<file path="config.mk">
export PLATFORM = sky130hd
export DESIGN_NAME = insn_encoder
export DESIGN_NICKNAME = d
export VERILOG_FILES = /design/src/rtl/insn_encoder.sv
export SDC_FILE = /design/constraint.sdc
export NUM_CORES = 1
export LEC_CHECK = 0
export ABC_AREA = 1
export CORE_AREA = 2 2 153 155
export DETAILED_ROUTE_END_ITERATION = 7
export DIE_AREA = 0 0 155 157
export PLACE_DENSITY = 0.77
export SYNTH_ARGS = -nofsm -noshare
export SYNTH_HDL_FRONTEND = slang
export SYNTH_SLANG_ARGS = --single-unit
export TNS_END_PERCENT = 20
</file>
<file path="constraint.sdc">
create_clock -name clk -period 9.66 [get_ports clk]
set_clock_uncertainty 0.15 [all_clocks]
set_input_delay 1.449 -clock clk [delete_from_list [all_inputs] [get_ports clk]]
set_output_delay 1.449 -clock clk [all_outputs]
set_load 0.01 [all_outputs]
</file>
<file path="src/rtl/insn_encoder.sv">
// insn_encoder: builds LEGv8 instruction words from opcode-class/field commands
// and streams them with byte write addresses towards instruction memory.
// The LI pseudo-op expands a 64-bit constant into MOVZ plus up to three MOVKs.
//
// Ports
//   clk, reset             rising-edge clock, asynchronous active-high reset
//   in_valid/in_ready      command handshake (in_op, in_rd, in_rn, in_rm, in_imm)
//   out_valid/out_ready    word handshake (out_insn, out_addr, out_last)
//   err                    one-cycle pulse when an accepted command is rejected
module insn_encoder #(
  parameter int unsigned       ADDR_W    = 32,
  parameter logic [ADDR_W-1:0] BASE_ADDR = '0
) (
  input  logic              clk,
  input  logic              reset,
  input  logic              in_valid,
  output logic              in_ready,
  input  logic [4:0]        in_op,
  input  logic [4:0]        in_rd,
  input  logic [4:0]        in_rn,
  input  logic [4:0]        in_rm,
  input  logic [63:0]       in_imm,
  output logic              out_valid,
  input  logic              out_ready,
  output logic [31:0]       out_insn,
  output logic [ADDR_W-1:0] out_addr,
  output logic              out_last,
  output logic              err
);

  typedef enum logic [1:0] {IDLE, EMIT, EXPAND} state_t;

  localparam logic [8:0] MOVZ_OP = 9'b110100101;
  localparam logic [8:0] MOVK_OP = 9'b111100101;

  state_t            state_q, state_d;
  logic [31:0]       insn_q, insn_d;
  logic [ADDR_W-1:0] addr_q, addr_d;
  logic [ADDR_W-1:0] pc_q, pc_d;
  logic              last_q, last_d;
  logic              err_q, err_d;
  logic [63:0]       const_q, const_d;
  logic [3:0]        mask_q, mask_d;
  logic [4:0]        rd_q, rd_d;

  logic              fire, accept;
  logic [ADDR_W-1:0] pc_adv;
  logic [31:0]       enc_insn;
  logic              enc_err, enc_li;
  logic [3:0]        hw_nz, li_mask, mask_nx;
  logic [1:0]        li_first, next_hw;
  logic              i_bad, sh_bad, d_bad, b_bad, cb_bad, mov_bad;

  function automatic logic [1:0] lowest_set(input logic [3:0] m);
    logic [1:0] idx;
    logic       found;
    idx   = '0;
    found = 1'b0;
    for (int unsigned i = 0; i < 4; i++) begin
      if (m[i] && !found) begin
        idx   = i[1:0];
        found = 1'b1;
      end
    end
    return idx;
  endfunction

  assign out_valid = (state_q != IDLE);
  assign out_insn  = insn_q;
  assign out_addr  = addr_q;
  assign out_last  = last_q;
  assign err       = err_q;

  assign in_ready = (state_q != EXPAND) && (!out_valid || (out_ready && last_q));
  assign fire     = out_valid && out_ready;
  assign accept   = in_valid && in_ready;
  assign pc_adv   = fire ? pc_q + ADDR_W'(4) : pc_q;

  // Range checks; signed fits are "all bits above the field equal".
  assign i_bad   = |in_imm[63:12];
  assign sh_bad  = |in_imm[63:6];
  assign d_bad   = !((in_imm[63:8] == '0) || (in_imm[63:8] == '1));
  assign b_bad   = (in_imm[1:0] != 2'b00) || !((in_imm[63:27] == '0) || (in_imm[63:27] == '1));
  assign cb_bad  = (in_imm[1:0] != 2'b00) || !((in_imm[63:20] == '0) || (in_imm[63:20] == '1));
  assign mov_bad = |in_imm[63:18];

  // LI: first word takes the lowest nonzero halfword; the rest go to the mask.
  assign hw_nz    = {|in_imm[63:48], |in_imm[47:32], |in_imm[31:16], |in_imm[15:0]};
  assign li_first = lowest_set(hw_nz);
  assign li_mask  = hw_nz & ~(4'b0001 << li_first);
  assign next_hw  = lowest_set(mask_q);
  assign mask_nx  = mask_q & ~(4'b0001 << next_hw);

  always_comb begin
    enc_insn = '0;
    enc_err  = 1'b0;
    enc_li   = 1'b0;
    case (in_op)
      5'd0:  enc_insn = {11'b10001011000, in_rm, 6'd0, in_rn, in_rd};
      5'd1:  enc_insn = {11'b11001011000, in_rm, 6'd0, in_rn, in_rd};
      5'd2:  enc_insn = {11'b10001010000, in_rm, 6'd0, in_rn, in_rd};
      5'd3:  enc_insn = {11'b10101010000, in_rm, 6'd0, in_rn, in_rd};
      5'd4:  enc_insn = {11'b11001010000, in_rm, 6'd0, in_rn, in_rd};
      5'd5:  enc_insn = {11'b10101011000, in_rm, 6'd0, in_rn, in_rd};
      5'd6:  enc_insn = {11'b11101011000, in_rm, 6'd0, in_rn, in_rd};
      5'd7:  enc_insn = {11'b11101010000, in_rm, 6'd0, in_rn, in_rd};
      5'd8:  begin enc_insn = {10'b1001000100, in_imm[11:0], in_rn, in_rd}; enc_err = i_bad; end
      5'd9:  begin enc_insn = {10'b1101000100, in_imm[11:0], in_rn, in_rd}; enc_err = i_bad; end
      5'd10: begin enc_insn = {10'b1001001000, in_imm[11:0], in_rn, in_rd}; enc_err = i_bad; end
      5'd11: begin enc_insn = {10'b1011001000, in_imm[11:0], in_rn, in_rd}; enc_err = i_bad; end
      5'd12: begin enc_insn = {10'b1101001000, in_imm[11:0], in_rn, in_rd}; enc_err = i_bad; end
      5'd13: begin enc_insn = {10'b1011000100, in_imm[11:0], in_rn, in_rd}; enc_err = i_bad; end
      5'd14: begin enc_insn = {10'b1111000100, in_imm[11:0], in_rn, in_rd}; enc_err = i_bad; end
      5'd15: begin enc_insn = {10'b1111001000, in_imm[11:0], in_rn, in_rd}; enc_err = i_bad; end
      5'd16: begin enc_insn = {11'b11010011011, 5'd0, in_imm[5:0], in_rn, in_rd}; enc_err = sh_bad; end
      5'd17: begin enc_insn = {11'b11010011010, 5'd0, in_imm[5:0], in_rn, in_rd}; enc_err = sh_bad; end
      5'd18: begin enc_insn = {11'b11111000010, in_imm[8:0], 2'b00, in_rn, in_rd}; enc_err = d_bad; end
      5'd19: begin enc_insn = {11'b11111000000, in_imm[8:0], 2'b00, in_rn, in_rd}; enc_err = d_bad; end
      5'd20: begin enc_insn = {6'b000101, in_imm[27:2]}; enc_err = b_bad; end
      5'd21: begin enc_insn = {6'b100101, in_imm[27:2]}; enc_err = b_bad; end
      5'd22: begin enc_insn = {8'b10110100, in_imm[20:2], in_rd}; enc_err = cb_bad; end
      5'd23: begin enc_insn = {8'b10110101, in_imm[20:2], in_rd}; enc_err = cb_bad; end
      5'd24: begin enc_insn = {MOVZ_OP, in_imm[17:16], in_imm[15:0], in_rd}; enc_err = mov_bad; end
      5'd25: begin enc_insn = {MOVK_OP, in_imm[17:16], in_imm[15:0], in_rd}; enc_err = mov_bad; end
      5'd26: begin
        enc_insn = {MOVZ_OP, li_first, in_imm[{li_first, 4'b0000} +: 16], in_rd};
        enc_li   = 1'b1;
      end
      default: enc_err = 1'b1;
    endcase
  end

  always_comb begin
    state_d = state_q;
    insn_d  = insn_q;
    addr_d  = addr_q;
    last_d  = last_q;
    err_d   = 1'b0;
    const_d = const_q;
    mask_d  = mask_q;
    rd_d    = rd_q;
    pc_d    = pc_adv;
    case (state_q)
      EXPAND: begin
        if (fire) begin
          if (last_q) begin
            state_d = IDLE;
          end else begin
            insn_d = {MOVK_OP, next_hw, const_q[{next_hw, 4'b0000} +: 16], rd_q};
            addr_d = pc_adv;
            mask_d = mask_nx;
            last_d = (mask_nx == 4'b0000);
          end
        end
      end
      default: begin
        if (accept) begin
          if (enc_err) begin
            err_d   = 1'b1;
            state_d = IDLE;
          end else begin
            insn_d = enc_insn;
            addr_d = pc_adv;
            if (enc_li && (li_mask != 4'b0000)) begin
              state_d = EXPAND;
              last_d  = 1'b0;
              const_d = in_imm;
              mask_d  = li_mask;
              rd_d    = in_rd;
            end else begin
              state_d = EMIT;
              last_d  = 1'b1;
            end
          end
        end else if (fire) begin
          state_d = IDLE;
        end
      end
    endcase
  end

  always_ff @(posedge clk or posedge reset) begin
    if (reset) begin
      state_q <= IDLE;
      insn_q  <= '0;
      addr_q  <= BASE_ADDR;
      pc_q    <= BASE_ADDR;
      last_q  <= 1'b0;
      err_q   <= 1'b0;
      const_q <= '0;
      mask_q  <= '0;
      rd_q    <= '0;
    end else begin
      state_q <= state_d;
      insn_q  <= insn_d;
      addr_q  <= addr_d;
      pc_q    <= pc_d;
      last_q  <= last_d;
      err_q   <= err_d;
      const_q <= const_d;
      mask_q  <= mask_d;
      rd_q    <= rd_d;
    end
  end

endmodule

</file>
## Word-level counts from Yosys, hierarchy flattened

Cells that the tools add are included.

- Flip-flop bits (word level): 173
- Bits of input ports: 88
- Output and inout bits: 68
- Word-level logic and storage cells: 160

- $add $sub $neg: 1
- Eq/ne operators: 35
- Shift operators: 4
- Muxes and demuxes: 48
- Bitwise logic cells: 6
- Reductions and logical operators: 57

Operators by type and width:

| cell | count |
|---|---|
| 32-bit case mux with 27 select lines | 1 |
| 32-bit two-way mux | 11 |
| 64-bit by 7-bit variable part select with 16-bit output | 2 |
| 16-bit OR reduction | 4 |
| 58-bit OR reduction | 1 |
| 56-bit == test, second input constant | 1 |
| 56-bit logical NOT | 1 |
| 5-bit == test, second input constant | 11 |
| 52-bit OR reduction | 1 |
| 46-bit OR reduction | 1 |
| 44-bit == test, second input constant | 1 |
| 44-bit logical NOT | 1 |
| 5-bit by 4-bit == test with 1-bit output, second input constant | 8 |
| 37-bit == test, second input constant | 1 |
| 37-bit logical NOT | 1 |
| 32-bit by 3-bit adder with 32-bit output, second input constant | 1 |
| 4-bit two-way mux | 6 |
| 2-bit two-way mux | 11 |
| 5-bit by 3-bit == test with 1-bit output, second input constant | 4 |
| 1-bit two-way mux | 18 |
| 1-bit logical AND | 11 |
| 5-bit by 2-bit == test with 1-bit output, second input constant | 2 |
| 1-bit logical NOT | 10 |
| 2-bit nonzero test | 5 |
| other kinds (19) | 37 |

## Logic depth before layout (Yosys ltp)

Gate-level depths: netlist (run 1).

- Depth in word-level cells: 20
- Gate-level depth with buffers: 18
- Depth with buffers taken out: 17

## Worst setup path before layout (run 1)

OpenSTA, ideal clock, no wires.

- Path kind: input to output
- Start point: input out_ready
- End point: output in_ready
- Data arrival time: 1.830 ns
- Required time: 8.061 ns
- Path slack: 6.231 ns
- Stages: 2
- Buffers on the path: 0
- Cell sequence: nand2_1 o21ai_0

- Word-level cells in the longest chain between the ends: 3

Ends and longest elaborated chain:

| what | line | source |
|---|---|---|
| start, declared | 24 | `input logic out_ready,` |
| 1-bit logical AND | 74 | `assign in_ready = (state_q != EXPAND) && (!out_valid \|\| (out_ready && last_q));` |
| 1-bit logical OR | 74 |  |
| 1-bit logical AND | 74 |  |
| end, declared | 17 | `output logic in_ready,` |

Every way passes these cells.

## Worst setup path after layout (run 1)

- Start point: input in_imm[5]
- End point: register const_q[55]

- Word-level cells in the longest chain between the ends: 17
- Elaborated cells between the ends (all ways): 19
- Those cells by class: shift (1); mux (6); bitwise (2); reduce/logical (10)

Ends and longest elaborated chain:

| what | line | source |
|---|---|---|
| start, declared | 22 | `input logic [63:0] in_imm,` |
| 16-bit OR reduction (*) | 88 | `assign hw_nz = {\|in_imm[63:48], \|in_imm[47:32], \|in_imm[31:16], \|in_imm[15:0]};` |
| 1-bit two-way mux | 60 | `if (m[i] && !found) begin` |
| 1-bit logical NOT | 60 |  |
| 1-bit logical AND | 60 |  |
| 1-bit two-way mux | 60 |  |
| 1-bit logical NOT | 60 |  |
| 1-bit logical AND | 60 |  |
| 1-bit two-way mux | 60 |  |
| 1-bit logical NOT | 60 |  |
| 1-bit logical AND | 60 |  |
| 2-bit two-way mux | 60 |  |
| 1-bit by 2-bit << shifter with 4-bit output | 90 | `assign li_mask = hw_nz & ~(4'b0001 << li_first);` |
| 4-bit NOT | 90 |  |
| 4-bit bitwise AND (*) | 90 |  |
| 4-bit nonzero test (*) | 164 | `if (enc_li && (li_mask != 4'b0000)) begin` |
| 1-bit logical AND (*) | 164 |  |
| 4-bit AND reduction (no source line) (*) | n/a |  |
| end signal, assigned | 200 | `const_q <= const_d;` |
| end, declared | 42 | `logic [63:0] const_q, const_d;` |

Mark *: on every way between the ends. The rest lies on a longest branch, timed or not.
A chain may end at the register's enable or synchronous reset.

==> metrics.cfg, run 1 <==
[outcome]
status=finished clean

[cells_and_area]
n_fill_cell=2194
area_growth_syn_to_layout_pct=21.9
nNetsFinal=1684
drive_above_1_share_pct=4.98
n_antenna_cell=0

[clock_tree]
cts_tree=built
clk_pin_slew_ns=0.07
h-tree-depth=4
hold_buffers=0
cts_buffer_depth=2
ctsResizeCount=0
cts_num_sinks=169
cts_setup_buffers=0
cts_root_buffer=clkbuf_16
clk_latency_ns=0.43
cts_buffers=17

[detailed_routing]
vias_per_cell=5.58
drc=0
drtPass1Iterations=7
ant_nets=0
wirelength_um=35400
vias=10600
wl_per_cell_um=18.7
drt_iter0_markers=1236

[power_and_ir_drop]
seq_power_share_pct=39.9
powerDensity_nw_per_um2=211
p_sw_share_pct=37.1
p_int_w=0.00163
combPwrFrac_pct=34.1
p_switching_w=0.000964
p_leak_nw=6.11
power_frac_clock_pct=26.0
ir_drop_mv=0.133

[worst_hold_path]
min_path_type=flip-flop to flip-flop

[logic_synthesis]
synth_top_family_by_area=simple AND/OR/NAND/NOR gates
seq_area_frac_synth_pct=41.8
synthAdderAreaFrac_pct=0.124
yosys_warnings=0
synth_compound_area_share_pct=11.6
synth_area_leaders=dfrtp_1, nand2_1, nand3_1
synth.distinct_cells=46
synthSimpleGateAreaFrac_pct=34.7
synth-edff-count=0
synth_xor_area_share_pct=2.51
synth_mux_area_share_pct=0
netlist.area_leader.share_pct=41.8
syn_area_um2=10100
avgSynthCellArea_um2=6.87
synth_common_cells=nand2_1, dfrtp_1, inv_1
synth.most_common_cell=nand2_1
async_reset_ff_share_pct=100
ys_ff_latch=169
synth_area_leader_cell=dfrtp_1
ys.flop_type=dfrtp_1
synthCells=1473

[global_route]
grt_max_degree=105
first_global_vias=9921
grt_pass1_wl_um=55000
grtUsageTotal_pct=29.3
grt_overflow_total=0
antenna_found_initial=0

[sta]
hold-worst-slack_ns=0.330
rsz0062_at_grt=false
setup_tns_ns=0
fmax_mhz=193
maxSlewHeadroom_pct=22.9
tightest_slew_ns=1.15
maxSlewViolCount=0
fin_crit_ns=5.19
fin_crit_sh_pct=53.7
hold_viol=0
setup_viol=0

[placed_design]
portBuffers=153
gp_congestion=0.981
hpwl_um=26200

[die]
die_w_um=155
die_area_um2=24300
die_h_um=157
core_area_um2=22500
start_util_pct=45.0
num_io_pins=156
num_rows=55

[setup_path]
critPathKind=input port to flip-flop
end_kind=flip-flop
arrival_ns=5.39
crit_path_max_fanout=90
required_ns=9.86
start_kind=input port

[flow_run]
maxCapViolations=0

## area by class of cell
class                           count  area (um2)  area share (%)
Clock buffer                       18         439            3.56
Clock inverter                     14         155            1.26
Inverter                          155         587            4.76
Multi-Input combinational cell   1091        4970            40.3
Sequential cell                   169        4230            34.3
Tap cell                          285         357            2.89
Timing Repair Buffer              161        1590            12.9
## power groups by stage
stage	registers (W)	logic, W	clock network (W)
after detailed placement	0.00104	0.000882	0
final	0.00104	0.000885	0.000676
after global placement	0.00104	0.000862	0
after floorplan	0.00106	0.000422	0
after CTS	0.00103	0.000886	0.000682
after global routing	0.00106	0.000974	0.000715
## per-layer routing
layer / track usage, % / vias to the layer above / part of all wire (%) / routed length (um)
met5: 0 / - / 0 / 0
met4: 10.7 / 0 / 3.3 / 1160
met3: 4.32 / 67 / 8.1 / 2860
met2: 43.6 / 528 / 43 / 15300
met1: 43.3 / 4994 / 45 / 16100
li1: - / 4967 / - / -
## metrics by stage
stage | instances | power [W] | util, % | worst slack (ns) | cell area (um2)
floorplan | 1474 | 0.00148 | - | 3.49 | 10100
global placement | 1861 | 0.00190 | 52.2 | 4.31 | 11700
detailed placement | 1861 | 0.00192 | 52.2 | 4.22 | 11700
CTS | 1893 | 0.00260 | 54.8 | 4.66 | 12300
global route | 1893 | 0.00275 | 54.8 | 4.24 | 12300
finish | 1893 | 0.00260 | 54.8 | 4.47 | 12300
## path summary, 6_finish.rpt
check,start,end,slack [ns],depth (start not counted)
worst max-delay path,in_imm[5],const_q[55]$_DFFE_PP0P_,4.47,13
worst min-delay path,out_addr[12]$_DFFE_PP0P_,out_addr[12]$_DFFE_PP0P_,0.33,2
worst max register to register,mask_q[0]$_DFFE_PP0P_,out_insn[16]$_DFFE_PP0P_,6.44,11
worst min register to register,out_addr[12]$_DFFE_PP0P_,out_addr[12]$_DFFE_PP0P_,0.33,2
max in group asynchronous,reset,out_insn[30]$_DFFE_PP0P_,6.48,3
min in group asynchronous,reset,const_q[57]$_DFFE_PP0P_,1.46,2
## registers in the layout (all words and copies together), names as in the netlist
register and cells:
const_q 64, out_addr 30, out_insn 32, rd_q 5, err 1, mask_q 4, pc_q 30, out_last 1
state_q 2
## worst max-delay path, cell delays in order
cell and delay (ns):
clkdlybuf4s50_1 0.59, nor2_1 0.18, nand4_1 0.22, nor2_4 0.74, nand2_2 0.17, o21ai_2 0.27, nand3_1 0.12, nand2_1 0.14
inv_2 0.11, nand2_4 0.35, buf_4 0.73, nand2_1 0.13, o21ai_1 0.11
## kinds of logic after synthesis
logic type      Yosys count
buf+inv                 214
flops                   169
other cells               1
compound gates          211
xor+xnor                 29
simple gates            848
fa+ha+maj                 1
## layout by cell type (no fill, tap or decap), types with 16 or more instances in the layout
master / count
clkbuf_16: 17
dfrtp_1: 169
clkdlybuf4s50_1: 153
nor2_1: 103
o21ai_0: 43
o22ai_1: 16
nand4_1: 24
nand2_1: 564
nand3_1: 104
inv_1: 136
o21ai_1: 66
xor2_1: 22
a21oi_1: 55
nor3_1: 17
Note: power is estimated with default switching activity, not from simulation.
==> run 2: changes to the inputs <==
- PLACE_DENSITY: 0.77 -> 0.8
- clock period: 9.66 -> 4.4 ns (I/O delays scaled with it)
==> run 2 against run 1 <==
Compared with the run above: critical endpoint is now out_addr[16]$_DFFE_PP0P_; critical path type unchanged; wire length decreased by 2.8%; highest routed layer unchanged; largest cell class unchanged; clock power increased by 110%; largest power group unchanged; final area increased by 1.5%.
==> metrics.cfg, run 2 (synthesized netlist as in run 1, its figures left out) <==
[outcome]
status=finished clean

[placed_design]
gp_congestion=1.02
hpwl_um=26100
place_ws_ns=0.281
portBuffers=153

[die]
start_util_pct=45.0
num_io_pins=156
core_area_um2=22500
die_h_um=157
num_rows=55
die_w_um=155
die_area_um2=24300

[setup_path]
cp_common_cell=nand2_1
required_ns=4.63
end_kind=flip-flop
critPathKind=input port to flip-flop
path_buf_inv=3
arrival_ns=3.97
path_cells=clkdlybuf4s50_1, inv_1, nor2_1, nand2_1, nand3_1, nand2_1, nand2_1, nand3_2, a21oi_4, buf_4, nand2_1, nand2_1
critical_path.top_delay_family=buffers and inverters
slowest_stage=a21oi_4
max_stage_delay_ns=0.92
crit_path_max_fanout=43
start_kind=input port

[clock_tree]
h-tree-depth=4
cts_setup_buffers=0
clk_latency_ns=0.44
hold_buffers=0
cts_buffer_depth=2
cts_tree=built
ctsResizeCount=0
cts_buffers=17
clk_pin_slew_ns=0.07
cts_num_sinks=169
cts_root_buffer=clkbuf_16

[cells_and_area]
layout_common_cells=nand2_1, dfrtp_1, clkdlybuf4s50_1, inv_1, nand3_1
nNetsFinal=1705
largest-register=const_q
final_util_pct=55.6
area_growth_syn_to_layout_pct=23.8
n_antenna_cell=0
n_fill_cell=2103
layout_commonest_cell=nand2_1
largest_reg_flops=64
drive_above_1_share_pct=6.14

[sta]
rsz0062_at_grt=false
setup_tns_ns=0
fin_crit_ns=3.73
fmax_mhz=268
hold_viol=0
maxSlewHeadroom_pct=23.3
tightest_slew_ns=1.15
setup_viol=0
fin_crit_sh_pct=84.9
maxSlewViolCount=0
hold-worst-slack_ns=0.326
setup_slack_ns=0.666

[detailed_routing]
wirelength_um=34400
drtPass1Iterations=5
drt_iter0_markers=1205
drc=0
wl_per_cell_um=18.0
vias=10500
vias_per_cell=5.48
ant_nets=0

[global_route]
grt_pass1_wl_um=54200
grtUsageTotal_pct=28.7
grt_max_degree=89
grt_overflow_total=0
antenna_found_initial=0
first_global_vias=9816

[flow_run]
maxCapViolations=0

[power_and_ir_drop]
ir_drop_mv=0.220
p_leak_nw=6.23
powerDensity_nw_per_um2=453

[worst_hold_path]
min_path_type=flip-flop to flip-flop

run 2: power breakdown:
part	switching [W]	total, W	internal, W
Combinational	0.00112	0.00198	0.000859
Sequential	0.000265	0.00225	0.00198
Clock	0.000683	0.00145	0.000764
Total	0.00206	0.00567	0.00361
run 2: routing by layer:
layer	routed length, um	up-vias	part of all wire [%]	GRT usage [%]
li1	-	5014	-	-
met1	14900	4869	43	40.4
met2	14900	529	43	43.9
met3	3300	78	9.6	5.45
met4	1250	0	3.6	11.4
met5	0	-	0	0
run 2: worst paths after layout:
path | startpoint | to | slack, ns | depth (start not counted)
min in group asynchronous | reset | out_insn[8]$_DFFE_PP0P_ | 0.55 | 2
max in group asynchronous | reset | out_insn[29]$_DFFE_PP0P_ | 2.68 | 3
worst min-delay path | out_addr[8]$_DFFE_PP0P_ | out_addr[8]$_DFFE_PP0P_ | 0.33 | 2
worst max register to register | state_q[1]$_DFFE_PP0P_ | out_addr[16]$_DFFE_PP0P_ | 1.01 | 9
worst min register to register | out_addr[8]$_DFFE_PP0P_ | out_addr[8]$_DFFE_PP0P_ | 0.33 | 2
worst max-delay path | in_op[4] | out_addr[16]$_DFFE_PP0P_ | 0.67 | 12
run 2: area by class of cell:
class | instances | area (um2) | share of cell area, %
clock buffer | 19 | 443 | 3.54
clock inverter | 13 | 120 | 0.959
inverter | 155 | 586 | 4.68
multi-input combinational | 1091 | 4970 | 39.7
sequential | 169 | 4230 | 33.8
tap | 285 | 357 | 2.85
timing repair buffer | 182 | 1810 | 14.5
run 2: tightest hold or removal path, cell delays in order (launching register included):
cell and delay, ns:
dfrtp_1 0.34, nand2_1 0.05, nand2_1 0.05
run 2: stage by stage:
stage	instance area, um2	cells	total power [W]
2_1_floorplan	10100	1474	0.00325
5_1_grt	12500	1914	0.00600
3_3_place_gp	12000	1882	0.00418
6_report	12500	1914	0.00567
3_5_place_dp	12000	1882	0.00423
4_1_cts	12500	1914	0.00568
